$ cat src/rtl/uart_tx_fifo.sv
// Byte FIFO feeding an 8N1 UART transmitter (LSB first, idle-high txd).
// txd is registered from the FSM state, so it trails each state change by one clock.
module uart_tx_fifo #(
   parameter int DIVIDER    = 217,
   parameter int FIFO_DEPTH = 4
) (
   input  logic                          clk,
   input  logic                          rst_n,
   input  logic [7:0]                    wr_data,
   input  logic                          wr_en,
   output logic                          full,
   output logic                          busy,
   output logic [$clog2(FIFO_DEPTH):0]   level,
   output logic                          overflow,
   output logic                          txd
);

   localparam int          AW        = $clog2(FIFO_DEPTH);
   localparam logic [11:0] BAUD_LAST = 12'(DIVIDER - 1);
   localparam logic [AW:0] PTR_ONE   = (AW + 1)'(1);

   typedef enum logic [1:0] {IDLE, START, DATA, STOP} state_t;

   logic [7:0]  mem_q [FIFO_DEPTH];
   logic [AW:0] wr_ptr_q, wr_ptr_d;
   logic [AW:0] rd_ptr_q, rd_ptr_d;
   state_t      state_q, state_d;
   logic [11:0] baud_q, baud_d;
   logic [2:0]  bit_q, bit_d;
   logic [7:0]  shift_q, shift_d;
   logic        txd_q, txd_d;
   logic        overflow_q, overflow_d;
   logic        empty, push, pop, baud_done;

   // Pointers carry one extra wrap bit so full and empty are distinguishable.
   assign empty     = (wr_ptr_q == rd_ptr_q);
   assign full      = (wr_ptr_q[AW] != rd_ptr_q[AW]) &&
                      (wr_ptr_q[AW-1:0] == rd_ptr_q[AW-1:0]);
   assign level     = wr_ptr_q - rd_ptr_q;
   assign busy      = !empty || (state_q != IDLE);
   assign push      = wr_en && !full;
   assign baud_done = (baud_q == BAUD_LAST);
   assign overflow  = overflow_q;
   assign txd       = txd_q;

   always_comb begin
      state_d    = state_q;
      baud_d     = baud_q;
      bit_d      = bit_q;
      shift_d    = shift_q;
      pop        = 1'b0;
      overflow_d = wr_en && full;
      wr_ptr_d   = push ? wr_ptr_q + PTR_ONE : wr_ptr_q;
      case (state_q)
         IDLE: begin
            if (!empty) begin
               pop     = 1'b1;
               shift_d = mem_q[rd_ptr_q[AW-1:0]];
               baud_d  = '0;
               state_d = START;
            end
         end
         START: begin
            if (baud_done) begin
               baud_d  = '0;
               bit_d   = '0;
               state_d = DATA;
            end else begin
               baud_d = baud_q + 12'd1;
            end
         end
         DATA: begin
            if (baud_done) begin
               baud_d  = '0;
               shift_d = {1'b0, shift_q[7:1]};
               bit_d   = bit_q + 3'd1;
               if (bit_q == 3'd7) state_d = STOP;
            end else begin
               baud_d = baud_q + 12'd1;
            end
         end
         default: begin
            if (baud_done) begin
               baud_d = '0;
               // Chain straight into the next start bit when more data is queued.
               if (!empty) begin
                  pop     = 1'b1;
                  shift_d = mem_q[rd_ptr_q[AW-1:0]];
                  state_d = START;
               end else begin
                  state_d = IDLE;
               end
            end else begin
               baud_d = baud_q + 12'd1;
            end
         end
      endcase
      rd_ptr_d = pop ? rd_ptr_q + PTR_ONE : rd_ptr_q;
      case (state_q)
         START:   txd_d = 1'b0;
         DATA:    txd_d = shift_q[0];
         default: txd_d = 1'b1;
      endcase
   end

   always_ff @(posedge clk or negedge rst_n) begin
      if (!rst_n) begin
         state_q    <= IDLE;
         wr_ptr_q   <= '0;
         rd_ptr_q   <= '0;
         baud_q     <= '0;
         bit_q      <= '0;
         txd_q      <= 1'b1;
         overflow_q <= 1'b0;
      end else begin
         state_q    <= state_d;
         wr_ptr_q   <= wr_ptr_d;
         rd_ptr_q   <= rd_ptr_d;
         baud_q     <= baud_d;
         bit_q      <= bit_d;
         txd_q      <= txd_d;
         overflow_q <= overflow_d;
      end
   end

   // Storage and shifter hold data only; the control state decides validity.
   always_ff @(posedge clk) begin
      if (push) mem_q[wr_ptr_q[AW-1:0]] <= wr_data;
      shift_q <= shift_d;
   end

endmodule

$ cat config.mk
export PLATFORM = sky130hd
export DESIGN_NAME = uart_tx_fifo
export DESIGN_NICKNAME = d
export VERILOG_FILES = /design/src/rtl/uart_tx_fifo.sv
export SDC_FILE = /design/constraint.sdc
export NUM_CORES = 1
export LEC_CHECK = 0
export ABC_CLOCK_PERIOD_IN_PS = 3020
export BUFFER_PORTS_ARGS = -buffer_cell sky130_fd_sc_hd__buf_2
export CAP_MARGIN = 25
export CORE_UTILIZATION = 60
export DETAILED_ROUTE_END_ITERATION = 7
export PLACE_DENSITY_LB_ADDON = 0.2
export SYNTH_ARGS = -nofsm -noshare
export SYNTH_HDL_FRONTEND = slang
export SYNTH_SLANG_ARGS = --single-unit
export TNS_END_PERCENT = 30
$ cat constraint.sdc
create_clock -name clk -period 3.02 [get_ports clk]
set_input_delay 0.604 -clock clk [delete_from_list [all_inputs] [get_ports clk]]
set_output_delay 0.604 -clock clk [all_outputs]
set_load 0.02 [all_outputs]
Word-level counts from Yosys, hierarchy flattened --
Memory sizes are Yosys's and may differ from the RTL's. Cells that the tools add are included.
Storage, ports and cells: flip-flop bits (word level) 33, latch bits 0, RAM bits 32, bits in read-only memories 0, bits of input ports 11, output and inout port bits 7, word-level logic and storage cells 63, memories kept 1
Cells by class: $add $sub $neg 5, $mul 0, div/mod/pow operators 0, $lt $le $gt $ge 0, equality and inequality tests 11, shifts and indexed selects 0, muxes and demuxes 23, bitwise operators 1, reduce and logical (&&, ||, !) cells 14
Memories:
- mem_q | words 4, width 8, rd ports 1, clocked after memory_dff 0, write ports 1, line 24 | logic [7:0] mem_q [FIFO_DEPTH];
Operators by type and width (count):
- 12-bit two-way mux | 3
- 8-bit two-way mux | 3
- 8-bit case mux with 3 select lines | 1
- 12-bit by 1-bit adder with 12-bit output, second input constant | 1
- 12-bit by 8-bit equality test with 1-bit output, second input constant | 1
- 2-bit two-way mux | 5
- 3-bit by 1-bit adder with 3-bit output, second input constant | 3
- 2-bit inequality test, second input constant | 4
- 3-bit two-way mux | 2
- 2-bit case mux with 3 select lines | 1
- 3-bit case mux with 2 select lines | 1
- 3-bit AND reduction | 2
- 2-bit nonzero test | 3
- 1-bit two-way mux | 5
- 5-bit AND reduction | 1
- 1-bit case mux with 2 select lines | 2
- 3-bit equality test | 1
- 3-bit equality test, second input constant | 1
- 1-bit logical AND | 3
- 3-bit subtractor | 1
- 2-bit by 1-bit equality test with 1-bit output, second input constant | 1
- 2-bit equality test | 1
- 2-bit equality test, second input constant | 1
- 1-bit zero test | 2
- 5 further kinds | 5

Depth between registers and ports, before layout --
Gate-level depths: netlist of the first run.
depth in word-level cells 6, depth in mapped cells 8, depth with buffers taken out 7

Least setup slack after synthesis of the first run --
No wires, ideal clock.
kind flip-flop to flip-flop, start register baud_q[0], end register shift_q[0] (enable), setup time 0.383 ns, data arrival time 2.153 ns, data required time 2.637 ns, path slack 0.484 ns, stages on the path, launching flop included 7, buffers on the path 0, clock period less this slack 2.536 ns, cells stage by stage dfrtp_1 inv_1 ha_1 or4b_4 nor4_4 a21oi_1 a211oi_1
Between the ends: word-level cells in the longest chain between the ends 3, elaborated cells on any way between the ends 4, classes of those cells 2 x eq/ne; 2 x reduce/logical
RTL lines:
- start, declared | line 28 | logic [11:0] baud_q, baud_d;
- start signal, assigned | line 119 | baud_q <= baud_d;
- 12-bit by 8-bit equality test with 1-bit output * | line 42 | assign baud_done = (baud_q == BAUD_LAST);
- 2-bit inequality test (no source line) / 2-bit nonzero test (equally long branches)
- 3-bit AND reduction (no source line) *
- end signal, assigned | line 129 | shift_q <= shift_d;
- end, declared | line 30 | logic [7:0] shift_q, shift_d;
Every way passes the cells marked *; elsewhere a longest branch is shown, timed or not. A chain may end at the register's enable or synchronous reset.

Worst setup path after layout of the first run --
start register state_q[1], end output busy
Between the ends: word-level cells in the longest chain between the ends 2
RTL lines:
- start, declared | line 27 | state_t state_q, state_d;
- start signal, assigned | line 116 | state_q <= state_d;
- 2-bit nonzero test | line 40 | assign busy = !empty || (state_q != IDLE);
- 1-bit logical OR | line 40
- end, declared | line 12 | output logic busy,
Every way passes these cells.

==> results.ini, run 1 <==
[cts]
cts_made_buffers = 9
htreeDepth = 3
clkTransAtPathRegs_ps = 80
cts_num_sinks = 65
cts_root_buffer = clkbuf_8
hold_buffers = 0
clock_path_buffers = 2
cts_resized = 1
cts_tree = done
post_cts.repair.setup_buffers = 0
insertion_delay_ps = 340

[placed_design]
finalWeightedCongestion = 0.800
portBuffers = 17
pre_cts_slack_ps = 273
place_hpwl_mm = 3.70

[route]
first_pass_iters = 4
drt-wirelength-per-cell_um = 16.8
drt-initial-drc-count = 221
route.detailed.drc = 0
drt-total-wl_mm = 5.46
num_vias = 1862
postRouteAntennaNets = 0
drt-vias-per-instance = 5.75

[finish]
fin_nets = 279
diodes = 0
nFillCells = 358
finish.utilization = 0.717
drive_gt1_frac = 0.233
area_growth_pct = 13.2

[setup_path]
path_cells = inv_1 -> ha_1 -> inv_1 -> nor3_2 -> inv_1 -> buf_2
path_common_cell = inv_1
cp_max_fo = 8
startpoint_type = register
end_kind = primary output
crit_path_top_delay_cell = nor3_2
path_class = register to primary output
arrival_ps = 2270
max_stage_delay_ps = 460
crit_required_ps = 2420

[synth]
synth_area_leaders = edfxtp_1 (39%), dfrtp_1 (20%), ha_1 (6.2%)
synth_top_area_frac = 0.394
synth_flop_cell = edfxtp_1
synth_fp_nets = 252
ys_warn_count = 0
async_flop_share = 0.385
ys_seq_area_frac = 0.599
ys_ff_latch = 65
synth_area_mm2 = 0.00305
syn_inst = 225
synth.distinct_cells = 41
synth_largest_area_cell = edfxtp_1
synth-edff-count = 40
synth_most_common_cell = edfxtp_1
ys_top_cells_by_count = edfxtp_1 (40), dfrtp_1 (24), nand2_1 (17)
syn_avg_cell_area_um2 = 13.6

[global_route]
grtUsageTotal = 0.238
grt_max_degree = 26
grt.overflow.total = 0
first_global_vias = 1809
grt_pass1_wl_mm = 9.05
antenna_found_initial = 0

[timing]
layout_setup_ws_ps = 150
slew_viol_final = 0
hold_slack_ps = 249
setup_viol = 0
final.period_utilization = 0.950
fin_tns_setup_ps = 0
min_period_ps = 2870
finalHoldViolations = 0
max_clock_freq_mhz = 348
slew_headroom = 0.615
skew_ps = 8.70
rsz0062_at_grt = false
tightest_slew_ps = 577

[pwr]
power_density_mw_per_mm2 = 1050
vdd_ir_drop_max_mv = 0.732
leakage_nw = 1.41
p_total_mw = 3.61

[floorplan]
rows = 25
ios = 18
start_util = 0.633
die_w_um = 73.3
core_mm2 = 0.00482
die-area_mm2 = 0.00537
dieHeight_um = 73.3

[run_status]
status = complete, no violations

[min_path]
hold_class = primary input to asynchronous set/reset pin

[job]
maxCapViolations = 0

-- worst max-delay path: cells and delay by family (launching register included) --
kind | cells | cell delay (ps)
fa+ha+maj | 1 | 320
buf+inv | 4 | 720
flops | 1 | 430
simple gates | 1 | 460
-- cell type report --
class | count | area (um2) | share of cell area
Clock buffer | 9 | 124 | 0.0359
Inverter | 15 | 56.3 | 0.0163
Timing Repair Buffer | 21 | 115 | 0.0333
Sequential cell | 65 | 1830 | 0.530
Multi-Input combinational cell | 140 | 1150 | 0.333
Clock inverter | 7 | 93.8 | 0.0272
Tap cell | 67 | 83.8 | 0.0243
-- power by group --
part / internal, mW / total (mW) / leakage [nW] / switching [mW]
Sequential: 1.25 / 1.39 / 0.691 / 0.140
Clock: 0.464 / 0.811 / 0.107 / 0.346
Combinational: 0.593 / 1.41 / 0.607 / 0.820
-- layout by cell type, fill, tap and decap left out, drive strengths merged, types with 2 or more instances in the layout --
master / instances
ha: 15
a22o: 10
or3: 3
nor4: 2
clkinv: 3
xor2: 2
nor3b: 2
xnor2: 7
and2: 8
mux4: 8
and3: 3
clkbuf: 9
nand3: 6
nor2: 8
mux2: 4
nand2: 17
a21oi: 7
nor3: 7
a21o: 3
bufinv: 2
edfxtp: 40
nand4: 3
o21ai: 13
inv: 16
buf: 21
dfrtp: 24
-- cell families after synthesis --
family	Yosys count	synth area share
compound gates	40	0.0935
simple gates	63	0.114
mux	12	0.0738
buf+inv	20	0.0250
fa+ha+maj	16	0.0681
flops	65	0.599
xor+xnor	9	0.0258
-- state kept, by name, summed over array words and instances, names as in the netlist --
| signal | flops |
|---|---|
| baud_q | 12 |
| bit_q | 3 |
| mem_q | 32 |
| overflow | 1 |
| rd_ptr_q | 3 |
| shift_q | 8 |
| state_q | 2 |
| txd | 1 |
| wr_ptr_q | 3 |
-- metal layers --
layer  routed length (um)  GRT usage
met5                    0          0
met4                  116      0.113
met3                  205     0.0508
met2                 2490      0.343
met1                 2640      0.350
-- path summary, 6_finish.rpt --
path / startpoint / endpoint / slack [ps] / cells after the start
hold reg to reg: shift_q[0]$_DFFE_PP_ / txd$_DFF_PN1_ / 490 / 2
min in group clk: wr_data[7] / mem_q[2][7]$_DFFE_PP_ / 480 / 1
setup reg to reg: baud_q[0]$_DFFE_PN0P_ / shift_q[6]$_DFFE_PP_ / 670 / 7
hold / removal: rst_n / baud_q[7]$_DFFE_PN0P_ / 250 / 1
setup / recovery: state_q[1]$_DFFE_PN0P_ / busy / 150 / 6
max in group asynchronous: rst_n / wr_ptr_q[0]$_DFFE_PN0P_ / 2380 / 1
-- through the flow --
step | area [um2] | cells
6_report | 3450 | 324
5_1_grt | 3450 | 324
4_1_cts | 3450 | 324
3_5_place_dp | 3230 | 308
3_3_place_gp | 3230 | 308
2_1_floorplan | 3050 | 225
No activity file was read; power rests on OpenSTA's default activity.
==> run 2: changes to the inputs <==
--- a/config.mk
+++ b/config.mk
@@ -10,4 +10,5 @@
 export CAP_MARGIN = 25
 export CORE_UTILIZATION = 60
+export CTS_CLUSTER_SIZE = 28
 export DETAILED_ROUTE_END_ITERATION = 7
 export PLACE_DENSITY_LB_ADDON = 0.2
==> constraint.sdc (replaced) <==
create_clock -name clk -period 3.02 [get_ports clk]
set_input_delay 0.453 -clock clk [delete_from_list [all_inputs] [get_ports clk]]
set_output_delay 0.453 -clock clk [all_outputs]
set_load 0.02 [all_outputs]
==> run 2 against run 1 <==
Utilization shrank 0.57 points. Total power down 2.7%. Final cell count down 0.31%. Via count is 0.16% lower. Clock-buffer cell count did not move. First-iteration DRC count is 35% lower. Critical path type unchanged. Highest routed layer unchanged.
==> results.ini, run 2 (synthesis gave the netlist of run 1 again) <==
[floorplan]
die_w_um = 73.3
start_util = 0.633
ios = 18
dieHeight_um = 73.3
die-area_mm2 = 0.00537
core_mm2 = 0.00482
rows = 25

[setup_path]
crit_path_top_delay_cell = dfrtp_1
cp_max_fo = 12
path_cells = inv_1 -> ha_1 -> nand2_1 -> nor3_1 -> buf_4 -> inv_1 -> buf_2
path_class = register to primary output
startpoint_type = register
arrival_ps = 2190
max_stage_delay_ps = 630
crit_required_ps = 2570
reg2reg_depth = 5
end_kind = primary output
path_common_cell = inv_1

[finish]
area_growth_pct = 12.3
final_common_cell = edfxtp_1
drive_gt1_frac = 0.230
largest_reg_flops = 32
layout_common_cells = edfxtp_1 (40), dfrtp_1 (24), nand2_1 (17), buf_2 (17)
diodes = 0
nFillCells = 345
fin_nets = 278

[timing]
skew_ps = 5.29
tightest_slew_ps = 569
rsz0062_at_grt = false
slew_headroom = 0.621
hold_slack_ps = 96.2
fin_tns_setup_ps = 0
setup_viol = 0
min_period_ps = 2640
max_clock_freq_mhz = 379
final.period_utilization = 0.875
slew_viol_final = 0
finalHoldViolations = 0

[placed_design]
finalWeightedCongestion = 0.813
place_hpwl_mm = 3.64
portBuffers = 17

[cts]
htreeDepth = 3
clkTransAtPathRegs_ps = 70
post_cts.repair.setup_buffers = 0
insertion_delay_ps = 350
cts_made_buffers = 9
cts_resized = 0
hold_buffers = 0
cts_num_sinks = 65
cts_tree = done
clock_path_buffers = 2
cts_root_buffer = clkbuf_8

[pwr]
p_total_mw = 3.52
vdd_ir_drop_max_mv = 0.717
leakage_nw = 1.40
power_density_mw_per_mm2 = 1030

[global_route]
first_global_vias = 1746
grt.overflow.total = 0
grt_pass1_wl_mm = 8.54
antenna_found_initial = 0
grtUsageTotal = 0.230
grt_max_degree = 26

[route]
wl_met1_mm = 2.52
first_pass_iters = 4
drt-total-wl_mm = 5.33
drt-initial-drc-count = 144
dr_wl_met3_um = 262
drt-wirelength-per-cell_um = 16.5
drt-vias-per-instance = 5.76
route.detailed.drc = 0
dr.max_layer_used = met4
num_vias = 1859
postRouteAntennaNets = 0
dr_wl_met2_mm = 2.45

[run_status]
status = complete, no violations

[min_path]
hold_class = primary input to asynchronous set/reset pin

[job]
maxCapViolations = 0

run 2: metal layers:
| metal | vias to the layer above | GRT usage |
|---|---|---|
| met2 | 54 | 0.330 |
| met4 | 0 | 0.109 |
| li1 | 892 | - |
| met3 | 8 | 0.0700 |
| met1 | 905 | 0.324 |
| met5 | - | 0 |
run 2: cell type report:
type	instances	area [um2]	share of cell area
Clock buffer	9	124	0.0362
Clock inverter	7	78.8	0.0230
Inverter	15	56.3	0.0164
Multi-Input combinational cell	140	1150	0.335
Sequential cell	65	1830	0.534
Tap cell	67	83.8	0.0245
Timing Repair Buffer	20	108	0.0314
run 2: worst paths after layout:
check / slack (ps) / startpoint / end
min in group clk: 320 / wr_data[6] / mem_q[2][6]$_DFFE_PP_
setup reg to reg: 660 / rd_ptr_q[1]$_DFFE_PN0P_ / mem_q[1][4]$_DFFE_PP_
hold reg to reg: 490 / shift_q[0]$_DFFE_PP_ / txd$_DFF_PN1_
max in group asynchronous: 2540 / rst_n / wr_ptr_q[2]$_DFFE_PN0P_
hold / removal: 100 / rst_n / baud_q[4]$_DFFE_PN0P_
setup / recovery: 380 / rd_ptr_q[1]$_DFFE_PN0P_ / busy
run 2: worst max-delay path, delay by kind of cell (launching register included):
kind / cells / cell delay [ps]
buf+inv: 4 / 730
fa+ha+maj: 1 / 300
simple gates: 2 / 190
flops: 1 / 630
run 2: report_power, final:
| group | internal (mW) | leakage [nW] | switching, mW |
|---|---|---|---|
| registers | 1.25 | 0.691 | 0.163 |
| clock network | 0.389 | 0.104 | 0.356 |
| logic | 0.581 | 0.603 | 0.779 |
run 2: metrics by stage:
stage / instances / cell area, um2 / utilization / setup WS (ps)
5_1_grt: 323 / 3420 / 0.711 / 246
3_3_place_gp: 307 / 3220 / 0.669 / 699
4_1_cts: 323 / 3420 / 0.711 / 384
6_report: 323 / 3420 / 0.711 / 378
2_1_floorplan: 225 / 3050 / - / 484
3_5_place_dp: 307 / 3220 / 0.669 / 646
==> run 3: changes to the inputs <==
==> constraint.sdc (replaced) <==
create_clock -name clk -period 3.02 [get_ports clk]
set_input_delay 0.151 -clock clk [delete_from_list [all_inputs] [get_ports clk]]
set_output_delay 0.151 -clock clk [all_outputs]
set_load 0.02 [all_outputs]
==> run 3 against run 2 <==
Utilization rose by 0.31 points. Fmax rose by 9.3%. Global-route usage rose by 0.48 points. Design area rose by 0.44%. Register-to-register slack got worse by 60 ps. Critical path type is now register to register. Largest cell class unchanged.
==> results.ini, run 3 (synthesis gave the netlist of run 1 again) <==
[floorplan]
dieHeight_um = 73.3
rows = 25
ios = 18
die-area_mm2 = 0.00537
core_mm2 = 0.00482
start_util = 0.633
die_w_um = 73.3

[timing]
hold_slack_ps = 25.2
slew_headroom = 0.617
max_clock_freq_mhz = 414
final.period_utilization = 0.801
rsz0062_at_grt = false
finalHoldViolations = 0
min_period_ps = 2420
slew_viol_final = 0
setup_viol = 0
skew_ps = 6.37
tightest_slew_ps = 575
fin_tns_setup_ps = 0

[route]
drt-wirelength-per-cell_um = 16.7
drt-vias-per-instance = 5.68
drt-initial-drc-count = 101
route.detailed.drc = 0
num_vias = 1839
drt-total-wl_mm = 5.40
first_pass_iters = 4
postRouteAntennaNets = 0

[cts]
hold_buffers = 1
cts_resized = 0
cts_num_sinks = 65
cts_made_buffers = 9
cts_root_buffer = clkbuf_8
insertion_delay_ps = 340
htreeDepth = 3
post_cts.repair.setup_buffers = 0
clock_path_buffers = 2
clkTransAtPathRegs_ps = 80
cts_tree = done

[finish]
layout_common_cells = edfxtp_1 (40), dfrtp_1 (24), nand2_1 (17), buf_2 (17)
postLayoutCellArea_mm2 = 0.00344
finish.utilization = 0.714
area_growth_pct = 12.8
final-seq-area_mm2 = 0.00183
nFillCells = 356
diodes = 0
largest_reg_flops = 32
drive_gt1_frac = 0.230
multi_input_comb_area_mm2 = 0.00115
fin_nets = 279
final_common_cell = edfxtp_1

[global_route]
grt.overflow.total = 0
grt_max_degree = 26
first_global_vias = 1809
antenna_found_initial = 0
grtUsageTotal = 0.235
grt_pass1_wl_mm = 8.89

[job]
maxCapViolations = 0

[setup_path]
arrival_ps = 2420
max_stage_delay_ps = 650
end_kind = register
cp_max_fo = 12
crit_path_top_delay_cell = dfrtp_1
path_common_cell = and2_1
path_class = register to register
startpoint_type = register
path_cells = inv_1 -> ha_1 -> and2_1 -> a21oi_1 -> and2_1
crit_required_ps = 3030

[placed_design]
place_hpwl_mm = 3.79
finalWeightedCongestion = 0.803
placed_cell_area_mm2 = 0.00322
portBuffers = 17

[pwr]
leakage_nw = 1.40
power_density_mw_per_mm2 = 1030
vdd_ir_drop_max_mv = 0.695

[min_path]
hold_class = primary input to register

[run_status]
status = complete, no violations

-- run 3: changes by cell type in the layout (fill, tap and decap cells not counted) --
| cell | delta |
|---|---|
| dlygate4sd3_1 | +1 |
| inv_8 | +1 |
| clkinv_2 | -1 |
| inv_6 | +2 |
| clkinvlp_4 | +1 |
| clkinv_4 | -3 |
-- run 3: metrics by stage --
step	std cells	power, mW	worst slack, ps
final	324	3.54	602
after global routing	324	3.78	427
after CTS	324	3.57	603
after detailed placement	307	2.79	617
after global placement	307	2.76	710
after floorplan	225	2.42	484
-- run 3: layout make-up --
| class | instances | share of cell area |
|---|---|---|
| repair buffers | 21 | 0.0342 |
| inverters | 15 | 0.0164 |
| well taps | 67 | 0.0244 |
| multi-input cells | 140 | 0.333 |
| flip-flops and latches | 65 | 0.531 |
| clock buffers | 9 | 0.0360 |
| clock inverters | 7 | 0.0244 |
-- run 3: final timing paths --
path,start,to,slack [ps],cells after the start
worst max register to register,rd_ptr_q[1]$_DFFE_PN0P_,mem_q[3][4]$_DFFE_PP_,600,5
min in group asynchronous,rst_n,baud_q[2]$_DFFE_PN0P_,340,2
worst min register to register,shift_q[0]$_DFFE_PP_,txd$_DFF_PN1_,490,2
worst max-delay path,rd_ptr_q[1]$_DFFE_PN0P_,mem_q[3][4]$_DFFE_PP_,600,5
max in group asynchronous,rst_n,txd$_DFF_PN1_,2300,2
worst min-delay path,wr_data[4],mem_q[0][4]$_DFFE_PP_,30,1
-- run 3: layer usage --
metal,part of all wire,track usage,up-vias
met3,0.059,0.0768,7
met1,0.44,0.307,885
met4,0.011,0.0726,0
li1,-,-,893
met5,0,0,-
met2,0.49,0.379,54
-- run 3: critical path: cells and delay by family (launching register included) --
family	cells	cell delay [ps]
flip-flops	1	650
AND/OR/NAND/NOR	2	600
AO/OA/AOI/OAI	1	450
adder cells (fa/ha/maj)	1	290
buffers and inverters	1	90
-- run 3: report_power, final --
group	switching [mW]	total [mW]	internal [mW]
logic	0.775	1.35	0.580
registers	0.168	1.42	1.25
clock network	0.366	0.764	0.398
total	1.31	3.54	2.23
